<file path="src/rtl/video_blitter_seq.sv">
// Picture-ROM to video-RAM rectangle blitter: CPU-programmed source/destination/size,
// one ROM word fetched and written per pixel, with plane masking and transparency skip.
module video_blitter_seq #(
   parameter int ROM_WAIT   = 1,
   parameter int DST_STRIDE = 256,
   parameter int VA_W       = 14
) (
   input  logic            CLK,
   input  logic            MR_AL,
   input  logic            REG_WR,
   input  logic [2:0]      REG_SEL,
   input  logic [7:0]      REG_DIN,
   output logic            BUSY,
   output logic            DONE,
   output logic [12:0]     ABP,
   input  logic [15:0]     DP,
   output logic [VA_W-1:0] VA,
   output logic [15:0]     VD,
   output logic            VWE_AL,
   input  logic            VRDY
);

   typedef enum logic [1:0] {IDLE, FETCH, WRITE, ADV} state_t;

   localparam logic [1:0]      WAIT_LAST = 2'(ROM_WAIT - 1);
   localparam logic [VA_W-1:0] STRIDE    = VA_W'(DST_STRIDE);

   state_t state, state_nx;

   logic [7:0]      src_l, dst_l, width, height;
   logic [4:0]      src_h;
   logic [5:0]      dst_h;
   logic            transp;
   logic [3:0]      planes;

   logic [7:0]      col, row;
   logic [1:0]      wait_cnt;
   logic [VA_W-1:0] row_start;
   logic [VA_W-1:0] dst_addr;
   logic [15:0]     masked_dp;
   logic            reg_wr_ok, start_req, fetch_done, col_last, last_px;

   // Registers are only writable while idle; a running copy never sees a change.
   assign reg_wr_ok  = REG_WR && (state == IDLE);
   assign start_req  = reg_wr_ok && (REG_SEL == 3'd6) && REG_DIN[0];
   assign fetch_done = (state == FETCH) && (wait_cnt == WAIT_LAST);
   assign col_last   = (col == width);
   assign last_px    = col_last && (row == height);
   assign dst_addr   = VA_W'({dst_h, dst_l});

   assign BUSY   = (state != IDLE);
   assign VWE_AL = (state != WRITE);

   // planes[i] gates nibble i: {Z,R,G,B} = planes[3:0]
   for (genvar i = 0; i < 4; i++) begin : g_mask
      assign masked_dp[4*i +: 4] = planes[i] ? DP[4*i +: 4] : 4'h0;
   end

   always_ff @(posedge CLK or negedge MR_AL) begin
      if (!MR_AL) begin
         src_l  <= '0;
         src_h  <= '0;
         dst_l  <= '0;
         dst_h  <= '0;
         width  <= '0;
         height <= '0;
         transp <= 1'b0;
         planes <= '0;
      end else if (reg_wr_ok) begin
         case (REG_SEL)
            3'd0: src_l  <= REG_DIN;
            3'd1: src_h  <= REG_DIN[4:0];
            3'd2: dst_l  <= REG_DIN;
            3'd3: dst_h  <= REG_DIN[5:0];
            3'd4: width  <= REG_DIN;
            3'd5: height <= REG_DIN;
            3'd6: begin
               transp <= REG_DIN[1];
               planes <= REG_DIN[5:2];
            end
            default: ;
         endcase
      end
   end

   always_ff @(posedge CLK or negedge MR_AL) begin
      if (!MR_AL) state <= IDLE;
      else        state <= state_nx;
   end

   always_comb begin
      state_nx = state;
      case (state)
         IDLE:  if (start_req) state_nx = FETCH;
         FETCH: if (fetch_done) state_nx = (transp && masked_dp == 16'h0) ? ADV : WRITE;
         WRITE: if (VRDY) state_nx = ADV;
         ADV:   state_nx = last_px ? IDLE : FETCH;
         default: state_nx = IDLE;
      endcase
   end

   always_ff @(posedge CLK or negedge MR_AL) begin
      if (!MR_AL) begin
         ABP       <= '0;
         VA        <= '0;
         VD        <= '0;
         DONE      <= 1'b0;
         row_start <= '0;
         col       <= '0;
         row       <= '0;
         wait_cnt  <= '0;
      end else begin
         DONE <= (state == ADV) && last_px;
         case (state)
            IDLE: if (start_req) begin
               ABP       <= {src_h, src_l};
               VA        <= dst_addr;
               row_start <= dst_addr;
               col       <= '0;
               row       <= '0;
               wait_cnt  <= '0;
            end
            FETCH: begin
               wait_cnt <= wait_cnt + 2'd1;
               if (fetch_done) VD <= masked_dp;
            end
            ADV: begin
               ABP      <= ABP + 13'd1;
               wait_cnt <= '0;
               if (!col_last) begin
                  col <= col + 8'd1;
                  VA  <= VA + VA_W'(1);
               end else begin
                  // next row restarts from the previous row origin, not from VA
                  col       <= '0;
                  row       <= row + 8'd1;
                  VA        <= row_start + STRIDE;
                  row_start <= row_start + STRIDE;
               end
            end
            default: ;
         endcase
      end
   end

endmodule

</file>
<file path="config.mk">
export PLATFORM = sky130hd
export DESIGN_NAME = video_blitter_seq
export DESIGN_NICKNAME = d
export VERILOG_FILES = /design/src/rtl/video_blitter_seq.sv
export SDC_FILE = /design/constraint.sdc
export NUM_CORES = 1
export LEC_CHECK = 0
export ABC_AREA = 1
export ABC_CLOCK_PERIOD_IN_PS = 2400
export BUFFER_PORTS_ARGS = -buffer_cell sky130_fd_sc_hd__buf_2
export CORE_MARGIN = 8
export CORE_UTILIZATION = 46
export CTS_CLUSTER_SIZE = 20
export DETAILED_ROUTE_END_ITERATION = 8
export HOLD_SLACK_MARGIN = 0.05
export PLACE_DENSITY = 0.75
export SYNTH_ARGS = -nofsm -noshare
export SYNTH_HDL_FRONTEND = slang
export SYNTH_SLANG_ARGS = --single-unit
</file>
<file path="constraint.sdc">
create_clock -name CLK -period 2.4 [get_ports CLK]
set_clock_uncertainty 0.15 [all_clocks]
set_input_delay 0.72 -clock CLK [delete_from_list [all_inputs] [get_ports CLK]]
set_output_delay 0.72 -clock CLK [all_outputs]
set_load 0.005 [all_outputs]
</file>
==> qor.csv <==
stage,metric,value,unit
run_status,result of the run,"finished, final reports clean",
logic_synthesis,Syn. warnings,0,
clock_tree,buffer count from post-CTS setup fixing,0,
drt,DR vias,5686,
critical_path,number of cells traversed by the worst register-to-register path,8,
timing,Setup Viol. Count Final,0,
critical_path,CP most frequent cell,sky130_fd_sc_hd__inv_1,
drt,WL met1,7.884,mm
drt,WL met2,7.422,mm
clock_tree,clock tree from TritonCTS,yes,
clock_tree,Max clock buf depth,2,
drt,detailed-route DRC error count,0,
min_path,Worst Hold Class,in2async,
clock_tree,number of levels in the clock H-tree,4,
cells_and_area,antenna diode instance count,0,
critical_path,Worst path slowest cell,sky130_fd_sc_hd__dfrtp_1,
timing,minimum setup slack in the final design,0.1177,ns
die,floorplan die width,135.5,µm
timing,endpoints failing hold,0,
die,Core Footprint,0.01393,mm²
placement,Port Buf Inserts,76,
logic_synthesis,mean area per synthesized cell,7.948,µm²
timing,final worst hold slack,0.09792,ns
die,Die Footprint,0.01835,mm²
timing,Least-Margin Pin Slew,0.5694,ns
drt,top routing layer in use,met4,
cells_and_area,number of non-filler instances in the completed layout,1096,
timing,peak clock frequency supported by timing,0.4382,GHz
clock_tree,clock transition at the register clock pins on the worst setup and hold paths after CTS,0.06,ns
critical_path,type of destination of the critical path,output port,
drt,DRT antenna net count,0,
global_route,total global-route track usage,0.1875,
clock_tree,number of buffers created by CTS,17,
cells_and_area,net total in the final layout,946,
global_route,vias in the first global route,5557,
cells_and_area,area delta synth->final,18.52,%
logic_synthesis,library cell occupying the most area in the post-synthesis netlist,sky130_fd_sc_hd__dfrtp_1,
power,power density over the cells,1362,mW/mm²
clock_tree,source-to-sink clock delay at the later pin of the worst-skew pair,0.41,ns
timing,number of slew-limit violations in the final report,0,
clock_tree,clock sinks,126,
logic_synthesis,most used flip-flop cell after synthesis,sky130_fd_sc_hd__dfrtp_1,
critical_path,worst endpoint data arrival time,1.41,ns
timing,final setup TNS,0,ns
cells_and_area,core occupancy in the finished layout,0.5584,
critical_path,longest individual stage delay on the worst path,0.42,ns
timing,slew margin rel.,0.6204,
logic_synthesis,fraction of the yosys area taken by sequential cells,0.4803,
critical_path,crit start category,flip-flop,
global_route,pin count of the biggest net entering global routing,45,
placement,Final Wtd Congestion,0.8198,
drt,met3 routed WL,1.135,mm
critical_path,largest fanout of any net on the critical path,5,
logic_synthesis,top post-synthesis cells by area,"sky130_fd_sc_hd__dfrtp_1 48%, sky130_fd_sc_hd__nand2_1 15%, sky130_fd_sc_hd__o21ai_0 6.3%, sky130_fd_sc_hd__nand3_1 3.9%, sky130_fd_sc_hd__nor2_1 3.9%",
placement,Post-DP HPWL,11.43,mm
clock_tree,post_cts resized,0,
global_route,antenna violations before repair,0,
global_route,sum of overflow across all layers after global routing,0,
critical_path,"Req. time, crit path",1.53,ns
drt,DR pass1 iterations,5,
die,placement row count,43,
global_route,global-route wire length before repair,27.77,mm
drt,DR WL/cell,15.11,µm
clock_tree,root buf cell,sky130_fd_sc_hd__clkbuf_16,
die,num ports,77,
clock_tree,cts-stage hold buffer count,0,
die,height of the chip,135.5,µm
logic_synthesis,number of enable flip-flop cells after synthesis,0,
logic_synthesis,post-synthesis cell count,826,
placement,post-placement setup slack,0.1766,ns
job,Max-cap violations,0,
timing,Period minus WS final,2.282,ns
logic_synthesis,async set-or-reset flop fraction in the synthesized netlist,1.000,
logic_synthesis,count of different cell masters after synthesis,39,
critical_path,cells along the critical path,"inv_1, ha_2, inv_1, buf_2",
logic_synthesis,Seq cells post-synth,126,
logic_synthesis,post-synth top area share,0.4803,
drt,violation count after the first detailed-route iteration,558,
power,Pleak,3.882,nW
logic_synthesis,total standard cell area after synthesis,0.006565,mm²
die,initial cell density of the core,0.4711,
critical_path,critical path class,reg2out,
power,worst-case vdd ir drop,0.0006215,V
cells_and_area,fraction of layout cells with a size suffix above 1,0.1703,
drt,Via-to-Cell Ratio,5.188,
placement,"number of placed instances, taps included",1064,
logic_synthesis,nets in the synthesized netlist,869,
timing,final period utilization,0.9510,
timing,unrepaired setup endpoints after global routing,false,
drt,"wirelength, routed",16.57,mm
## power by group
| part | switching, mW | internal [mW] | leakage [nW] | total, mW |
|---|---|---|---|---|
| Combinational | 2.62 | 1.52 | 1.93 | 4.14 |
| Clock | 0.979 | 1.85 | 0.311 | 2.82 |
| Sequential | 0.734 | 2.90 | 1.64 | 3.63 |
## critical path: cells and delay by family (launching register included)
kind / cells / cell delay (ns)
fa+ha+maj: 1 / 0.24
buf+inv: 3 / 0.34
flops: 1 / 0.42
## Yosys cell counts (6+ instances only)
cell / instances
sky130_fd_sc_hd__o21ai_2: 7
sky130_fd_sc_hd__inv_1: 59
sky130_fd_sc_hd__buf_6: 7
sky130_fd_sc_hd__clkbuf_1: 14
sky130_fd_sc_hd__nor2_1: 68
sky130_fd_sc_hd__nor3_1: 6
sky130_fd_sc_hd__ha_1: 12
sky130_fd_sc_hd__xor2_1: 17
sky130_fd_sc_hd__nand3_1: 51
sky130_fd_sc_hd__or2_2: 6
sky130_fd_sc_hd__o21ai_0: 82
sky130_fd_sc_hd__nand2_1: 259
sky130_fd_sc_hd__xnor2_1: 11
sky130_fd_sc_hd__nand4_1: 8
sky130_fd_sc_hd__a21oi_1: 40
sky130_fd_sc_hd__dfrtp_1: 126
sky130_fd_sc_hd__o21ai_1: 9
## placed cells by master, fill, tap and decap left out, types with 3 or more instances in the layout
| cell type | Yosys | routed |
|---|---|---|
| sky130_fd_sc_hd__clkbuf_16 | 0 | 17 |
| sky130_fd_sc_hd__nand3_1 | 51 | 51 |
| sky130_fd_sc_hd__buf_4 | 3 | 8 |
| sky130_fd_sc_hd__o21ai_0 | 82 | 82 |
| sky130_fd_sc_hd__nand2_1 | 259 | 259 |
| sky130_fd_sc_hd__or2_2 | 6 | 6 |
| sky130_fd_sc_hd__xnor2_1 | 11 | 11 |
| sky130_fd_sc_hd__o21ai_2 | 7 | 7 |
| sky130_fd_sc_hd__buf_2 | 3 | 75 |
| sky130_fd_sc_hd__clkinv_2 | 0 | 3 |
| sky130_fd_sc_hd__ha_1 | 12 | 10 |
| sky130_fd_sc_hd__dfrtp_1 | 126 | 126 |
| sky130_fd_sc_hd__nor2_1 | 68 | 68 |
| sky130_fd_sc_hd__xor2_1 | 17 | 17 |
| sky130_fd_sc_hd__nor3_1 | 6 | 6 |
| sky130_fd_sc_hd__a21oi_1 | 40 | 40 |
| sky130_fd_sc_hd__nand4_1 | 8 | 8 |
| sky130_fd_sc_hd__nand2_2 | 3 | 3 |
| sky130_fd_sc_hd__o21ai_1 | 9 | 9 |
| sky130_fd_sc_hd__inv_2 | 5 | 4 |
| sky130_fd_sc_hd__a21oi_2 | 4 | 4 |
| sky130_fd_sc_hd__bufinv_16 | 0 | 5 |
| sky130_fd_sc_hd__mux2_2 | 3 | 3 |
| sky130_fd_sc_hd__inv_1 | 59 | 59 |
| sky130_fd_sc_hd__buf_12 | 0 | 4 |
## cell type report
| cell class | count | area, µm² |
|---|---|---|
| clock buffer | 18 | 429.2 |
| clock inverter | 14 | 215.2 |
| fill | 1264 | 6153 |
| inverter | 64 | 242.7 |
| multi-input combinational | 607 | 3000 |
| sequential | 126 | 3153 |
| tap | 180 | 225.2 |
| timing repair buffer | 87 | 515.5 |
## worst paths after layout
check,from,to,slack (ns)
max in group asynchronous,MR_AL,VA[9],1.42
setup reg to reg,state[0],row_start[7],0.29
setup / recovery,state[0],BUSY,0.12
hold reg to reg,VD[7],VD[7],0.33
min in group CLK,VD[7],VD[7],0.33
hold / removal,MR_AL,planes[3],0.1
## registers in the layout, indices dropped and copies added, names as in the netlist, 6 cells and up
| name | count |
|---|---|
| VD | 16 |
| VA | 14 |
| row_start | 14 |
| ABP | 13 |
| col | 8 |
| dst_l | 8 |
| height | 8 |
| row | 8 |
| src_l | 8 |
| width | 8 |
| dst_h | 6 |
## per-stage QoR
step                      total power [mW]  instance area (µm²)
after floorplan                      6.574                 6565
after global placement               7.610                 7132
after detailed placement             7.729                 7132
after CTS                            10.61                 7776
after global routing                 11.41                 7781
final                                10.60                 7781
## metal layers
layer	track usage	up-vias
met5	0	-
met4	0.03886	0
met3	0.05712	12
met2	0.2787	178
met1	0.2637	2673
li1	-	2823
## cells by family (layout without fill, tap and decap cells)
family,after synthesis,after routing,synth area share
adder cells (fa/ha/maj),12,12,0.02287
AO/OA/AOI/OAI,150,150,0.1229
AND/OR/NAND/NOR,413,413,0.2664
flip-flops,126,126,0.4803
buffers and inverters,93,183,0.06346
multiplexers,4,4,0.006670
XOR/XNOR,28,28,0.03735
Power figures use the tool's default switching activity.
